==> src/rtl/hd44780_text_buffer.sv <==
// Character RAM feeding the HD44780 8-bit driver: a producer fills it over valid/ready,
// the driver reads it by address, and a refresh request is raised whenever content changes.
module hd44780_text_buffer #(
  parameter int unsigned COLS        = 16,
  parameter int unsigned ROWS        = 2,
  parameter logic [7:0]  FILL        = 8'h20,
  parameter int unsigned TRG_TIMEOUT = 64
) (
  input  logic       clk,
  input  logic       rst,
  input  logic       wr_valid,
  output logic       wr_ready,
  input  logic [7:0] wr_char,
  input  logic       clr,
  input  logic       drv_busy,
  output logic       trg,
  input  logic [7:0] idataaddr,
  output logic [7:0] idata,
  output logic [7:0] cursor,
  output logic       dirty
);

  localparam int unsigned N  = ROWS * COLS;
  localparam int unsigned AW = (N > 1) ? $clog2(N) : 1;
  localparam int unsigned TW = $clog2(TRG_TIMEOUT + 1);
  localparam logic [7:0]  LF = 8'h0A;
  localparam logic [7:0]  CR = 8'h0D;
  localparam logic [7:0]  BS = 8'h08;

  typedef enum logic {B_CLEAR, B_READY} bstate_t;
  typedef enum logic [1:0] {R_IDLE, R_WAITHI, R_WAITLO} rstate_t;

  bstate_t       bstate;
  rstate_t       rstate;
  logic [7:0]    clr_ptr;
  logic [TW-1:0] tmo_cnt;
  logic [7:0]    mem [0:N-1];

  logic       xfer;
  logic       print_wr;
  logic       fire;
  logic       tmo_expire;
  logic [7:0] cursor_nx;

  assign wr_ready   = (bstate == B_READY) && !clr;
  assign xfer       = wr_valid && wr_ready;
  assign print_wr   = xfer && !(wr_char inside {LF, CR, BS});
  assign fire       = (rstate == R_IDLE) && dirty && !drv_busy && (bstate == B_READY) && !clr;
  assign tmo_expire = (rstate == R_WAITHI) && !drv_busy && (32'(tmo_cnt) == TRG_TIMEOUT - 1);

  // Cursor movement for an accepted character or control code
  always_comb begin
    int unsigned row;
    row       = 32'(cursor) / COLS;
    cursor_nx = cursor;
    if (xfer) begin
      case (wr_char)
        LF:      cursor_nx = (row + 1 >= ROWS) ? 8'd0 : 8'((row + 1) * COLS);
        CR:      cursor_nx = 8'(row * COLS);
        BS:      cursor_nx = (cursor == 8'd0) ? 8'd0 : cursor - 8'd1;
        default: cursor_nx = (32'(cursor) == N - 1) ? 8'd0 : cursor + 8'd1;
      endcase
    end
  end

  always_comb begin
    idata = FILL;
    if (bstate == B_READY && 32'(idataaddr) < N) idata = mem[idataaddr[AW-1:0]];
  end

  // Cell RAM is not reset; the clear sweep initialises it
  always_ff @(posedge clk) begin
    if (bstate == B_CLEAR)  mem[clr_ptr[AW-1:0]] <= FILL;
    else if (print_wr)      mem[cursor[AW-1:0]]  <= wr_char;
  end

  always_ff @(posedge clk or negedge rst) begin
    if (!rst) begin
      bstate  <= B_CLEAR;
      clr_ptr <= 8'd0;
      cursor  <= 8'd0;
    end else begin
      case (bstate)
        B_CLEAR: begin
          if (clr) begin
            clr_ptr <= 8'd0;
          end else if (32'(clr_ptr) == N - 1) begin
            clr_ptr <= 8'd0;
            bstate  <= B_READY;
          end else begin
            clr_ptr <= clr_ptr + 8'd1;
          end
        end
        B_READY: begin
          if (clr) begin
            bstate  <= B_CLEAR;
            clr_ptr <= 8'd0;
            cursor  <= 8'd0;
          end else begin
            cursor <= cursor_nx;
          end
        end
        default: bstate <= B_CLEAR;
      endcase
    end
  end

  // Refresh handshake; a change landing in the trigger cycle keeps dirty set
  always_ff @(posedge clk or negedge rst) begin
    if (!rst) begin
      rstate  <= R_IDLE;
      trg     <= 1'b0;
      dirty   <= 1'b1;
      tmo_cnt <= '0;
    end else begin
      trg <= 1'b0;
      case (rstate)
        R_IDLE: begin
          if (fire) begin
            trg     <= 1'b1;
            rstate  <= R_WAITHI;
            tmo_cnt <= '0;
          end
        end
        R_WAITHI: begin
          if (drv_busy)        rstate  <= R_WAITLO;
          else if (tmo_expire) rstate  <= R_IDLE;
          else                 tmo_cnt <= tmo_cnt + TW'(1);
        end
        R_WAITLO: begin
          if (!drv_busy) rstate <= R_IDLE;
        end
        default: rstate <= R_IDLE;
      endcase
      if (fire) dirty <= 1'b0;
      if (tmo_expire || print_wr || clr) dirty <= 1'b1;
    end
  end

endmodule
==> config.mk <==
export PLATFORM = sky130hd
export DESIGN_NAME = hd44780_text_buffer
export DESIGN_NICKNAME = d
export VERILOG_FILES = /design/src/rtl/hd44780_text_buffer.sv
export SDC_FILE = /design/constraint.sdc
export NUM_CORES = 1
export LEC_CHECK = 0
export BUFFER_PORTS_ARGS = -buffer_cell sky130_fd_sc_hd__buf_2
export CORE_ASPECT_RATIO = 0.9
export CORE_MARGIN = 1.5
export CORE_UTILIZATION = 55
export DETAILED_ROUTE_END_ITERATION = 10
export PLACE_DENSITY = 0.7
export SYNTH_ARGS = -nofsm -noshare
export SYNTH_HDL_FRONTEND = slang
export SYNTH_SLANG_ARGS = --single-unit
==> constraint.sdc <==
create_clock -name clk -period 6.7 [get_ports clk]
set_input_delay 0.335 -clock clk [delete_from_list [all_inputs] [get_ports clk]]
set_output_delay 0.335 -clock clk [all_outputs]
set_load 0.005 [all_outputs]
Yosys cells after proc, flatten, opt, wreduce, memory -nomap -nowiden
Memory sizes are Yosys's and may differ from the RTL's.
Cells that the tools add are included.

storage, ports and cells
  memories kept = 1
  RAM bits = 256
  register bits = 28
  bits in latches = 0
  memory bits (read-only) = 0

cells by class
  bitwise gates (word level) = 1
  $lt $le $gt $ge = 2
  mux-type cells = 35
  equal/unequal tests = 15
  $add $sub $neg = 5
  reduce and logical (&&, ||, !) cells = 26
  shift operators = 0
  multipliers = 0
  divide/modulo/power cells = 0

memory list
  name  depth  bits a word  rd ports  clocked after Yosys merged registers in  write ports  line  text
  mem   32     8            1         0                                        1            37    logic [7:0] mem [0:N-1];

operators with widths
  kind                 count
  $mux 8               10
  $ge 32x2->1 const B  1
  $eq 8x4->1 const B   3
  $pmux 8 s3           1
  $mux 7               3
  $add 8x1->8 const B  2
  $eq 8x5->1 const B   2
  $pmux 8 s2           1
  $pmux 7 s2           1
  $mux 1               12
  $ne 2x2->1 const B   6
  $logic_and 1x1->1    10
  $logic_not 8->1      1
  $lt 8x6->1 const B   1
  $mux 2               4
  $reduce_or 8->1      1
  $sub 8x1->8 const B  1
  $add 7x1->7 const B  1
  $eq 7x6->1 const B   1
  $pmux 2 s3           1
  $reduce_and 3->1     2
  $reduce_bool 2->1    3
  $add 4x1->5 const B  1
  $mux 5               1
  11 further kinds     14

Logic depth before layout (Yosys ltp)
  depth after elaboration = 9
  gate-level depth with buffers = 8

Least setup slack after synthesis
Ideal clock, no wire load.

  path type = input port to flip-flop
  start = in wr_char[4]
  end = mem mem[29][0] (enable)
  stages on the path = 6
  path slack = 3.989 ns
  arrival time = 2.327 ns
  path through = or4b_4 -> a211o_1 -> buf_6 -> a211oi_2 -> a31oi_2 -> nor3_1

between the ends
  cells in the longest elaborated chain, start to end = 9
  elaborated cells on any way between the ends = 12

RTL lines
  what                                        line  text
  start: declaration                          13    input logic [7:0] wr_char,
  $eq 8x4->1                                  47    assign print_wr = xfer && !(wr_char inside {LF, CR, BS});
  $reduce_bool 3->1 *                         47
  $logic_not 1->1 *                           47
  $logic_and 1x1->1 *                         47
  $mux 1 *                                    74    else if (print_wr) mem[cursor[AW-1:0]] <= wr_char;
  $mux 1 *                                    73    if (bstate == B_CLEAR) mem[clr_ptr[AW-1:0]] <= FILL;
  $mux 1 (not written as such) *              74
  $reduce_or 8->1 (no line)                   -
  $mux 5 (no line) or $mux 1 (tied branches)  -
  end: declaration                            37

Mark *: on every way between the ends. The rest lies on a longest branch, timed or not.

Worst setup path after layout
  start = reg bstate
  end = mem mem[22][4] (enable)

between the ends
  cells in the longest elaborated chain, start to end = 8
  elaborated cells on any way between the ends = 10

RTL lines
  what                                        line  text
  start: declaration                          33    bstate_t bstate;
  start signal: assignment                    79    bstate <= B_CLEAR;
  start signal: assignment                    89    bstate <= B_READY;
  start signal: assignment                    96    bstate <= B_CLEAR;
  $logic_and 1x1->1                           45    assign wr_ready = (bstate == B_READY) && !clr;
  $logic_and 1x1->1                           46    assign xfer = wr_valid && wr_ready;
  $logic_and 1x1->1                           47
  $mux 1                                      74
  $mux 1                                      73
  $mux 1 (not written as such)                74
  $reduce_or 8->1 (no line)                   -
  $mux 5 (no line) or $mux 1 (tied branches)  -

Several ways; a longest one is shown, not always the timed one.

==> qor.yml <==
global_route:
  grt_pass1_vias: 6722
  overflow: 0
  antenna_found_initial: 0
  track_usage_pct: 24.87
  grt_first_pass_wirelength_um: 41190
  grt_max_degree: 61
timing:
  rsz0062_at_grt: "false"
  tightestPinTransition_ns: 1.216
  hold_viol: 0
  finalSetupTns_ns: 0
  fin_skew_ns: 0.01239
  fin_crit_sh_pct: 61.39
  relSlewSlack_pct: 18.32
  setup_violations: 0
  fmax_mhz: 243.1
  slew_viol_final: 0
  min_period_ns: 4.113
clocking:
  root_buffer: "clkbuf_16"
  cts_resized: 0
  cts_num_sinks: 284
  clk_latency_ns: 0.55
  ctsHtreeMaxLevel: 1
  cts_max_path_buffers: 3
  cts-buffers-inserted: 28
  clk_pin_slew_worst_paths_ns: 0.06
  cts_setup_buffers: 0
  cts_tree: "yes"
placed_design:
  routabilityCongestion: 0.9327
  portBuffers: 39
  dp_hpwl_um: 17090
  place_inst: 988
setup_path:
  cp-start-kind: "flop"
  crit_fanout: 14
  worstPathRequired_ns: 6.86
  worst_ep_arrival_time_ns: 4.27
  worstSetupPathType: "reg -> reg"
  crit_path_end_kind: "flop"
yosys:
  async_reset_ff_share_pct: 9.859
  synth_top_area_cell: "edfxtp_1"
  synth_flop_cell: "edfxtp_1"
  synthCells: 688
  synth.avg_cell_area_um2: 17.38
  synthDistinctLibCells: 65
  ys_ff_latch: 284
  synth_seq_area_share_pct: 70.17
  netlist_area_mm2: 0.01196
  synthesis.nets: 717
  yosys_warnings: 0
  synth.area.top_cells: "edfxtp_1 64%, mux4_2 12%, dfrtp_1 5.7%"
  synth_edf_count: 256
  synth_top_area_share_pct: 64.30
job:
  drv_cap: 0
finish:
  stdcell_count: 1041
  final_common_cell: "edfxtp_1"
  num_antenna_cells: 0
  drive_above_1_share_pct: 23.05
  area_growth_pct: 11.40
  nNetsFinal: 763
  final_cell_mix: "256 x edfxtp_1, 64 x mux4_2, 39 x buf_2, 32 x nor3_1, 30 x nor2_1"
  fillerInstances: 1468
floorplanning:
  die_area_mm2: 0.02263
  core_mm2: 0.02108
  start_util_pct: 56.71
  io_pins: 40
  die_width_um: 158.4
  fp.dieH_um: 142.9
  rows: 50
drt:
  drt-total-wl_um: 26880
  post_drt_wl_per_cell_um: 25.82
  drc: 0
  routed_via_density: 6.521
  vias: 6788
  drt_iter0_drc: 822
  dr.pass1.iters: 6
  drt.antenna.violating_nets: 0
status:
  outcome: "finished clean"
power:
  power_leakage_nw: 4.716
  ir_worst_vdd_mv: 0.1703
  power_density_mw_per_mm2: 268.3
hold_path:
  hp-class: "in -> reg"
[critical path, cell delays in order (launching register included)]
cell and delay [ns]:
dfrtp_1 0.54, nor2b_1 0.73, nand2_1 0.49, nor2_1 0.52, a31oi_1 0.41, nor3_1 1.04
[layout make-up]
cell class              count  area (um^2)  area share, %
repair buffers             53        302.8          2.274
inverters                  13        48.80         0.3664
well taps                 286        357.8          2.687
flip-flops and latches    284         8389          62.99
clock inverters            16        141.4          1.062
clock buffers              35        726.9          5.458
multi-input cells         354         3351          25.16
[stage by stage]
stage | power [mW] | cell area (um^2) | utilization [%] | hold slack (ns) | worst slack (ns)
3_5_place_dp | 2.119 | 12430 | 58.96 | 0.3900 | 2.750
6_report | 3.573 | 13320 | 63.17 | 0.02874 | 2.587
3_3_place_gp | 2.115 | 12430 | 58.96 | 0.3833 | 2.972
4_1_cts | 3.585 | 13310 | 63.12 | 0.01726 | 2.751
5_1_grt | 3.669 | 13320 | 63.17 | 0.05546 | 2.341
2_1_floorplan | 2.068 | 11960 | - | 0.03941 | 3.989
[worst paths after layout]
path / start / to / slack (ns) / cells past startpoint
hold reg to reg: clr_ptr[7] / clr_ptr[7] / 0.49 / 1
setup reg to reg: bstate / mem[22][4] / 2.59 / 5
hold / removal: drv_busy / rstate[1] / 0.03 / 2
max in group asynchronous: rst / cursor[2] / 5.92 / 2
setup / recovery: bstate / mem[22][4] / 2.59 / 5
min in group asynchronous: rst / tmo_cnt[5] / 0.35 / 2
[cell families after synthesis]
family,Yosys count,share of synthesized area [%]
XOR/XNOR,10,0.7327
flip-flops,284,70.17
multiplexers,78,13.23
buffers and inverters,50,1.842
AO/OA/AOI/OAI,101,6.405
AND/OR/NAND/NOR,157,6.782
adder cells (fa/ha/maj),8,0.8373
[sequential cells by signal, indices dropped and copies added (netlist names)]
register / cells
cursor: 8
dirty: 1
mem: 256
tmo_cnt: 7
trg: 1
bstate: 1
clr_ptr: 8
rstate: 2
[synthesized netlist by cell type, types with 3 or more instances]
| library cell | n |
|---|---|
| xnor2_1 | 7 |
| xor2_1 | 3 |
| o21ai_0 | 14 |
| a21oi_1 | 11 |
| nor4_1 | 4 |
| nand2_1 | 23 |
| a31o_2 | 5 |
| o31ai_1 | 3 |
| nor4b_1 | 3 |
| o22ai_1 | 7 |
| inv_1 | 13 |
| mux2i_1 | 14 |
| nor2_1 | 30 |
| and3_1 | 10 |
| nand3_1 | 22 |
| nand2b_1 | 3 |
| ha_1 | 8 |
| a41oi_1 | 7 |
| mux4_2 | 64 |
| a22oi_1 | 9 |
| clkbuf_1 | 17 |
| a31oi_1 | 6 |
| nor3_1 | 33 |
| dfrtp_1 | 27 |
| nor2b_1 | 7 |
| o311ai_0 | 3 |
| a211o_1 | 11 |
| edfxtp_1 | 256 |
| buf_2 | 17 |
| or3_1 | 5 |
[power by group]
part / leakage [nW] / switching, mW / internal [mW]
clock network: 0.426 / 0.642 / 0.847
registers: 3.01 / 0.0114 / 1.93
logic: 1.28 / 0.0908 / 0.0567
total: 4.72 / 0.745 / 2.83
[timing repair]
item	in CTS	in global routing
setup endpoints to repair	0	0
endpoints found under the hold margin	27	0
hold buffers	1	0
[per-layer routing]
layer | routed length (um) | part of all wire (%) | global-route usage [%] | up-vias
li1 | - | - | - | 2911
met1 | 11410 | 42 | 36.15 | 3501
met2 | 12810 | 48 | 40.24 | 325
met3 | 2072 | 7.7 | 4.188 | 51
met4 | 588 | 2.2 | 5.017 | 0
met5 | 0 | 0 | 0 | -
No activity file was read; power rests on OpenSTA's default activity.
